## src/rtl/regfile_wb_arbiter.sv

```systemverilog
// Write-back arbiter and busy-register scoreboard for the single-write-port register file.
// ALU and load results share the port round-robin; decode reads hazard1/hazard2 to stall on RAW.
module regfile_wb_arbiter #(
  parameter  int XLEN = 32,
  parameter  int NREG = 32,
  localparam int RW   = $clog2(NREG)
) (
  input  logic            clk,
  input  logic            rst,
  input  logic            alu_valid,
  output logic            alu_ready,
  input  logic [RW-1:0]   alu_rd,
  input  logic [XLEN-1:0] alu_data,
  input  logic            ld_valid,
  output logic            ld_ready,
  input  logic [RW-1:0]   ld_rd,
  input  logic [XLEN-1:0] ld_data,
  input  logic            issue_valid,
  input  logic [RW-1:0]   issue_rd,
  input  logic [RW-1:0]   rs1,
  input  logic [RW-1:0]   rs2,
  output logic            hazard1,
  output logic            hazard2,
  output logic            wer,
  output logic [RW-1:0]   rd,
  output logic [XLEN-1:0] regdata,
  output logic [5:0]      pending_cnt,
  output logic            orphan_err
);

  typedef enum logic {
    SRC_ALU = 1'b0,
    SRC_LD  = 1'b1
  } src_e;

  src_e            last_grant;
  src_e            last_grant_next;
  logic            accept;
  logic [RW-1:0]   sel_rd;
  logic [XLEN-1:0] sel_data;

  logic [NREG-1:0] busy;
  logic [NREG-1:0] busy_next;
  logic [NREG-1:0] set_vec;
  logic [NREG-1:0] clr_vec;
  logic            orphan_hit;

  function automatic logic [5:0] popcount(input logic [NREG-1:0] v);
    logic [5:0] cnt;
    cnt = '0;
    for (int i = 0; i < NREG; i++) cnt = cnt + 6'(v[i]);
    return cnt;
  endfunction

  // Readies depend only on valids and last_grant, never on each other.
  always_comb begin
    alu_ready       = alu_valid && (!ld_valid || last_grant == SRC_LD);
    ld_ready        = ld_valid && (!alu_valid || last_grant == SRC_ALU);
    accept          = alu_ready || ld_ready;
    sel_rd          = alu_ready ? alu_rd : ld_rd;
    sel_data        = alu_ready ? alu_data : ld_data;
    last_grant_next = last_grant;
    if (alu_ready)     last_grant_next = SRC_ALU;
    else if (ld_ready) last_grant_next = SRC_LD;
  end

  always_ff @(posedge clk or posedge rst) begin
    if (rst) last_grant <= SRC_LD;
    else     last_grant <= last_grant_next;
  end

  always_ff @(posedge clk or posedge rst) begin
    if (rst) begin
      wer     <= 1'b0;
      rd      <= '0;
      regdata <= '0;
    end else if (accept) begin
      wer     <= (sel_rd != '0);
      rd      <= sel_rd;
      regdata <= sel_data;
    end else begin
      wer     <= 1'b0;
    end
  end

  // A same-edge issue of the committing register re-arms it, so set beats clear.
  always_comb begin
    set_vec = '0;
    clr_vec = '0;
    if (issue_valid && issue_rd != '0) set_vec[issue_rd] = 1'b1;
    if (wer) clr_vec[rd] = 1'b1;
    busy_next    = (busy & ~clr_vec) | set_vec;
    busy_next[0] = 1'b0;
    orphan_hit   = wer && !busy[rd] && !set_vec[rd];
  end

  always_ff @(posedge clk or posedge rst) begin
    if (rst) begin
      busy        <= '0;
      pending_cnt <= '0;
      orphan_err  <= 1'b0;
    end else begin
      busy        <= busy_next;
      pending_cnt <= popcount(busy_next);
      if (orphan_hit) orphan_err <= 1'b1;
    end
  end

  assign hazard1 = busy[rs1];
  assign hazard2 = busy[rs2];

endmodule
```

## config.mk

```make
export PLATFORM = sky130hd
export DESIGN_NAME = regfile_wb_arbiter
export DESIGN_NICKNAME = d
export VERILOG_FILES = /design/src/rtl/regfile_wb_arbiter.sv
export SDC_FILE = /design/constraint.sdc
export NUM_CORES = 1
export LEC_CHECK = 0
export CAP_MARGIN = 20
export CELL_PAD_IN_SITES_DETAIL_PLACEMENT = 0
export CELL_PAD_IN_SITES_GLOBAL_PLACEMENT = 2
export CORE_ASPECT_RATIO = 1.5
export CORE_MARGIN = 4
export CORE_UTILIZATION = 30
export CTS_BUF_LIST = sky130_fd_sc_hd__clkbuf_4 sky130_fd_sc_hd__clkbuf_8
export CTS_CLUSTER_SIZE = 40
export DETAILED_ROUTE_END_ITERATION = 8
export GPL_TIMING_DRIVEN = 0
export PLACE_DENSITY_LB_ADDON = 0.1
export SYNTH_ARGS = -nofsm -noshare
export SYNTH_HDL_FRONTEND = slang
export SYNTH_SLANG_ARGS = --single-unit
```

## constraint.sdc

```tcl
create_clock -name clk -period 8.05 [get_ports clk]
set_input_delay 1.61 -clock clk [delete_from_list [all_inputs] [get_ports clk]]
set_output_delay 1.61 -clock clk [all_outputs]
set_load 0.02 [all_outputs]
```

### Word level (Yosys, flattened, before mapping)

Cells that the tools add are included.

* flip-flop bits (word level): 77

* magnitude comparators: 6
* mux-type cells: 19
* reduce and logical (&&, ||, !) cells: 17
* bitwise logic cells: 4
* add/subtract/negate cells: 30

Operator list (count)
* 6-bit by 1-bit adder with 6-bit output: 25
* 32-bit two-way mux: 3
* 32-bit bitwise AND: 1
* 32-bit inverter: 1
* 32-bit OR: 1
* 5-bit by 6-bit < comparator with 1-bit output (second input constant): 4
* 1-bit binary-select mux with 5-bit select: 4
* 1-bit demux with 5-bit select: 2
* 5-bit by 1-bit greater-or-equal comparator with 1-bit output (second input constant): 2
* 5-bit nonzero test: 2
* 1-bit two-way mux: 9
* 1-bit logical AND: 7
* 5-bit by 1-bit adder with 6-bit output: 1
* 4-bit by 1-bit adder with 5-bit output: 1
* 5-bit two-way mux: 1
* 3-bit by 1-bit adder with 4-bit output: 1
* 1-bit logical NOT: 4
* 2-bit by 1-bit adder with 3-bit output: 1
* 1-bit logical OR: 3
* 1-bit by 1-bit adder with 2-bit output: 1
* 2-bit nonzero test: 1
* 1-bit inverter: 1

### Longest topological paths before layout

* depth after elaboration: 38
* depth in mapped cells: 21
* mapped depth without buffers: 19

### Least setup slack after synthesis

Ideal clock, no wire load.

* kind: input port to flip-flop
* start point: in issue_rd[3]
* end point: reg pending_cnt[4]
* setup time: 0.080 ns
* path buffers: 1
* data arrival time: 6.560 ns
* stages on the path: 17
* setup slack: 1.410 ns
* path through: clkbuf_1 > nor2b_1 > nand2_1 > o21ai_0 > fa_1 > fa_1 > fa_1 > fa_1 > inv_1 > fa_1 > fa_1 > fa_1 > inv_1 > fa_1 > a21o_1 > a21oi_1 > xnor2_1

* elaborated cells between the ends (all ways): 39
* classes of those cells: add/sub (30); order compare (2); mux (3); bitwise (1); reduce/logical (3)

RTL lines
* from (decl): RTL line 19 `input logic [RW-1:0] issue_rd,`
* 5-bit by 6-bit < comparator with 1-bit output (not written as such) / 5-bit by 1-bit greater-or-equal comparator with 1-bit output (equally long branches): RTL line 90 `if (issue_valid && issue_rd != '0) set_vec[issue_rd] = 1'b1;`
* 1-bit logical AND (not written as such): RTL line 90
* 1-bit two-way mux (not written as such): RTL line 90
* 1-bit demux with 5-bit select: RTL line 90
* 32-bit two-way mux *: RTL line 90
* 32-bit OR *: RTL line 92 `busy_next = (busy & ~clr_vec) | set_vec;`
* named net busy_next[10]: RTL line 43 `logic [NREG-1:0] busy_next;`
* 6-bit by 1-bit adder with 6-bit output * (22 in a row): RTL line 51 `for (int i = 0; i < NREG; i++) cnt = cnt + 6'(v[i]);`
* to (signal assigned): RTL line 104 `pending_cnt <= popcount(busy_next);`
* to (decl): RTL line 27 `output logic [5:0] pending_cnt,`

The timed path passes the listed nets; every way through them passes the cells marked *.
A chain may end at the register's enable or synchronous reset.

### Final worst setup path

* start point: in issue_valid
* end point: reg pending_cnt[4]

* longest elaborated chain between the ends: 33

RTL lines
* from (decl): RTL line 18 `input logic issue_valid,`
* 1-bit logical AND *: RTL line 90
* 32-bit two-way mux *: RTL line 90
* 32-bit OR *: RTL line 92
* 1-bit by 1-bit adder with 2-bit output: RTL line 51
* 2-bit by 1-bit adder with 3-bit output: RTL line 51
* 3-bit by 1-bit adder with 4-bit output: RTL line 51
* 4-bit by 1-bit adder with 5-bit output: RTL line 51
* 5-bit by 1-bit adder with 6-bit output: RTL line 51
* 6-bit by 1-bit adder with 6-bit output (24 in a row): RTL line 51
* 6-bit by 1-bit adder with 6-bit output *: RTL line 51

Every way passes the cells marked *; elsewhere a longest branch is shown, timed or not.

==> impl_metrics.xml <==
<?xml version="1.0" encoding="UTF-8"?>
<metrics>
  <group name="status">
    <metric name="outcome" unit="">completed</metric>
  </group>
  <group name="timing">
    <metric name="finalSetupViolations" unit="">0</metric>
    <metric name="final.period_utilization" unit="%">93.9</metric>
    <metric name="fin_crit" unit="ps">7560</metric>
    <metric name="grt_setup_unrepaired" unit="">false</metric>
    <metric name="finalClockSkew" unit="ps">13.8</metric>
    <metric name="worst_slack" unit="ps">490</metric>
    <metric name="worst_pin_slew" unit="ps">548</metric>
    <metric name="timing_max_transition_violations_final" unit="">0</metric>
    <metric name="finalHoldViolCount" unit="">0</metric>
    <metric name="setup_tns_final" unit="ps">0</metric>
    <metric name="hold-worst-slack" unit="ps">501</metric>
    <metric name="timing.slew.headroom" unit="%">63.4</metric>
    <metric name="fmaxAchievable" unit="GHz">0.132</metric>
  </group>
  <group name="clock_tree">
    <metric name="clock_tree_from_tritoncts" unit="">done</metric>
    <metric name="clkSinkCount" unit="">77</metric>
    <metric name="clock_latency" unit="ps">360</metric>
    <metric name="clk_pin_slew" unit="ps">90</metric>
    <metric name="clockBufferDepth" unit="">2</metric>
    <metric name="cts_inserted_buffers" unit="">9</metric>
    <metric name="cts-htree-levels" unit="">3</metric>
    <metric name="postCtsSetupBuffers" unit="">0</metric>
    <metric name="ctsHoldBuffers" unit="">0</metric>
    <metric name="cts_resized" unit="">0</metric>
    <metric name="clockRootBuffer" unit="">sky130_fd_sc_hd__clkbuf_8</metric>
  </group>
  <group name="flow_run">
    <metric name="drv.max_cap_violation_count" unit="">0</metric>
  </group>
  <group name="synthesis">
    <metric name="synthesis.yosys.warnings" unit="">0</metric>
    <metric name="ys.flop_type" unit="">sky130_fd_sc_hd__dfrtp_1</metric>
    <metric name="synth_enable_flop_cells" unit="">0</metric>
    <metric name="synthesized_netlist_cell_count" unit="">563</metric>
    <metric name="syn_area_per_cell" unit="um^2">9.23</metric>
    <metric name="post_synth_instance_area" unit="um^2">5200</metric>
    <metric name="yosys.cell_types.count" unit="">39</metric>
    <metric name="synth_fp_nets" unit="">687</metric>
    <metric name="synthArstFlopShare" unit="%">100</metric>
    <metric name="yosys_reg_bits" unit="">77</metric>
    <metric name="ys_seq_area_share" unit="%">37.1</metric>
  </group>
  <group name="grt">
    <metric name="number_of_global_route_vias_before_repair" unit="">5425</metric>
    <metric name="grt_max_degree" unit="">52</metric>
    <metric name="grt_first_pass_wirelength" unit="mm">29.8</metric>
    <metric name="antenna_found_initial" unit="">0</metric>
    <metric name="global_route.overflow_total" unit="">0</metric>
    <metric name="globalRouteTotalUtil" unit="%">19.8</metric>
  </group>
  <group name="placed_design">
    <metric name="detailedPlacementHpwl" unit="mm">14.8</metric>
    <metric name="post_place_cell_area" unit="um^2">6830</metric>
    <metric name="placement.setup.worst_slack" unit="ps">154</metric>
    <metric name="io_buffers" unit="">134</metric>
    <metric name="gp_congestion" unit="">0.907</metric>
  </group>
  <group name="floorplan">
    <metric name="die-area" unit="um^2">19500</metric>
    <metric name="initial_core_util" unit="%">30.7</metric>
    <metric name="placement_rows" unit="">58</metric>
    <metric name="die_height" unit="um">169</metric>
    <metric name="io_pins" unit="">143</metric>
    <metric name="die_x" unit="um">115</metric>
    <metric name="core_area" unit="um^2">16900</metric>
  </group>
  <group name="setup_path">
    <metric name="critical_path.reg2reg.endpoint" unit="">pending_cnt[4]</metric>
    <metric name="crit_path_end_kind" unit="">flop</metric>
    <metric name="cp-startpoint" unit="">issue_valid</metric>
    <metric name="required" unit="ps">8330</metric>
    <metric name="number_of_cells_on_the_worst_reg_to_reg_path" unit="">19</metric>
    <metric name="critical_path_peak_fanout" unit="">7</metric>
    <metric name="critPathKind" unit="">input pin to flop</metric>
    <metric name="worstSetupEndpoint" unit="">pending_cnt[4]</metric>
    <metric name="rrSetupSlack" unit="ps">1420</metric>
    <metric name="worst_r2r_startpoint" unit="">rd[0]</metric>
    <metric name="critical_path.startpoint_type" unit="">input pin</metric>
    <metric name="crit_arrival" unit="ps">7840</metric>
  </group>
  <group name="hold_path">
    <metric name="hold_class" unit="">flop to flop</metric>
    <metric name="min_from" unit="">orphan_err</metric>
    <metric name="hold-path-cell-count" unit="">1</metric>
  </group>
  <group name="drt">
    <metric name="wire_per_inst" unit="um">20.5</metric>
    <metric name="avgViaCountPerCell" unit="">5.37</metric>
    <metric name="via_count" unit="">4960</metric>
    <metric name="antenna_violating_nets_post_route" unit="">0</metric>
    <metric name="drt_pre_antenna_iters" unit="">5</metric>
    <metric name="routed_wirelength" unit="mm">18.9</metric>
    <metric name="detail_route.iter0.violations" unit="">183</metric>
    <metric name="remaining_drc_errors" unit="">0</metric>
  </group>
  <group name="finish">
    <metric name="finalNetCount" unit="">833</metric>
    <metric name="fraction_of_layout_instances_using_a_drive_strength_above_1" unit="%">7.42</metric>
    <metric name="num_antenna_cells" unit="">0</metric>
    <metric name="area.growth.synth_to_final" unit="%">35.2</metric>
    <metric name="finish.instance_area" unit="um^2">7030</metric>
  </group>
</metrics>
layout by cell type (no fill, tap or decap), drive strengths merged, types with 2 or more instances in the layout:
cell type,count
mux2i,10
mux2,5
nand3b,2
mux4,20
a21o,3
clkinvlp,2
inv,78
buf,10
o22ai,38
a21oi,35
clkinv,3
a31oi,38
nand2,28
fa,23
nor2b,6
or4,2
nand4,2
nor2,44
nand3,10
dfrtp,76
nand2b,6
xor2,5
ha,7
clkbuf,39
clkdlybuf4s50,134
o21a,14
o21ai,58
o32ai,2
logic make-up (layout without fill, tap and decap cells):
family | Yosys count | after routing | synth area share, %
AOI/OAI and AO/OA | 195 | 195 | 22.2
buffers and inverters | 116 | 267 | 8.55
and+or+nand+nor | 104 | 104 | 8.93
DFF | 77 | 77 | 37.1
muxes | 35 | 35 | 11.7
adders and majority gates | 30 | 30 | 10.5
xor gates and xnor gates | 6 | 6 | 1.01
metal layers:
| metal | global-route usage (%) | wire length [um] |
|---|---|---|
| met1 | 22.2 | 6940 |
| met2 | 35.6 | 10100 |
| met3 | 4.03 | 1100 |
| met4 | 9.04 | 783 |
| met5 | 0 | 0 |
cells in the mapped netlist, types with 2 or more instances:
master	instances	area share [%]
sky130_fd_sc_hd__nand3b_1	2	0.29
sky130_fd_sc_hd__a31oi_1	38	4.6
sky130_fd_sc_hd__o21ai_0	58	5.6
sky130_fd_sc_hd__a21o_1	3	0.43
sky130_fd_sc_hd__buf_2	7	0.67
sky130_fd_sc_hd__a21oi_1	35	3.4
sky130_fd_sc_hd__dfrtp_1	76	37
sky130_fd_sc_hd__o32ai_1	2	0.34
sky130_fd_sc_hd__inv_1	78	5.6
sky130_fd_sc_hd__nand4_1	2	0.24
sky130_fd_sc_hd__nand3_1	10	0.96
sky130_fd_sc_hd__nor2b_1	6	0.72
sky130_fd_sc_hd__mux2_2	5	1.1
sky130_fd_sc_hd__fa_1	23	8.9
sky130_fd_sc_hd__mux2i_1	10	1.9
sky130_fd_sc_hd__mux4_2	20	8.7
sky130_fd_sc_hd__clkbuf_1	29	2.1
sky130_fd_sc_hd__o22ai_1	38	4.6
sky130_fd_sc_hd__o21a_1	14	2.0
sky130_fd_sc_hd__ha_1	7	1.7
sky130_fd_sc_hd__or4_1	2	0.29
sky130_fd_sc_hd__nand2_1	28	2.0
sky130_fd_sc_hd__xor2_1	5	0.84
sky130_fd_sc_hd__nand2b_1	6	0.72
sky130_fd_sc_hd__buf_1	2	0.14
sky130_fd_sc_hd__nor2_1	44	3.2
how the worst min path moves through the flow:
| stage | to | slack, ps |
|---|---|---|
| final | orphan_err | 500 |
| after global routing | orphan_err | 510 |
| after CTS | orphan_err | 500 |
| after detailed placement | orphan_err | 480 |
| after global placement | orphan_err | 460 |
| after floorplan | busy[28] | 530 |
state kept, by name, indices dropped and copies added (netlist names):
register and count:
regdata 32, busy 31, pending_cnt 6, rd 5, last_grant 1, orphan_err 1
wer 1
worst max-delay path, stage by stage:
cell and delay (ps):
sky130_fd_sc_hd__clkdlybuf4s50_1 610, sky130_fd_sc_hd__nor2b_1 510, sky130_fd_sc_hd__nand3_1 330, sky130_fd_sc_hd__o21a_1 300, sky130_fd_sc_hd__fa_1 570, sky130_fd_sc_hd__inv_1 70, sky130_fd_sc_hd__fa_1 500, sky130_fd_sc_hd__fa_1 530
sky130_fd_sc_hd__fa_1 550, sky130_fd_sc_hd__inv_1 60, sky130_fd_sc_hd__fa_1 490, sky130_fd_sc_hd__fa_1 550, sky130_fd_sc_hd__fa_1 180, sky130_fd_sc_hd__inv_1 60, sky130_fd_sc_hd__fa_1 400, sky130_fd_sc_hd__a21o_1 190
sky130_fd_sc_hd__a21oi_1 170, sky130_fd_sc_hd__xnor2_1 140
area by class of cell:
| class | instances | area (um^2) |
|---|---|---|
| Buffer | 38 | 151 |
| Clock buffer | 10 | 131 |
| Clock inverter | 6 | 63.8 |
| Fill cell | 1754 | 9880 |
| Inverter | 78 | 295 |
| Multi-Input combinational cell | 370 | 2820 |
| Sequential cell | 77 | 1930 |
| Tap cell | 210 | 263 |
| Timing Repair Buffer | 135 | 1370 |
per-stage QoR:
step / cells / util [%]
final: 924 / 41.5
after global routing: 924 / 41.5
after CTS: 924 / 41.5
after detailed placement: 908 / 40.4
after global placement: 907 / 40.2
after floorplan: 563 / -
Power is left out: the tool's default activity adds up to more than one toggle a clock period on the data nets, which glitch-free logic cannot reach.
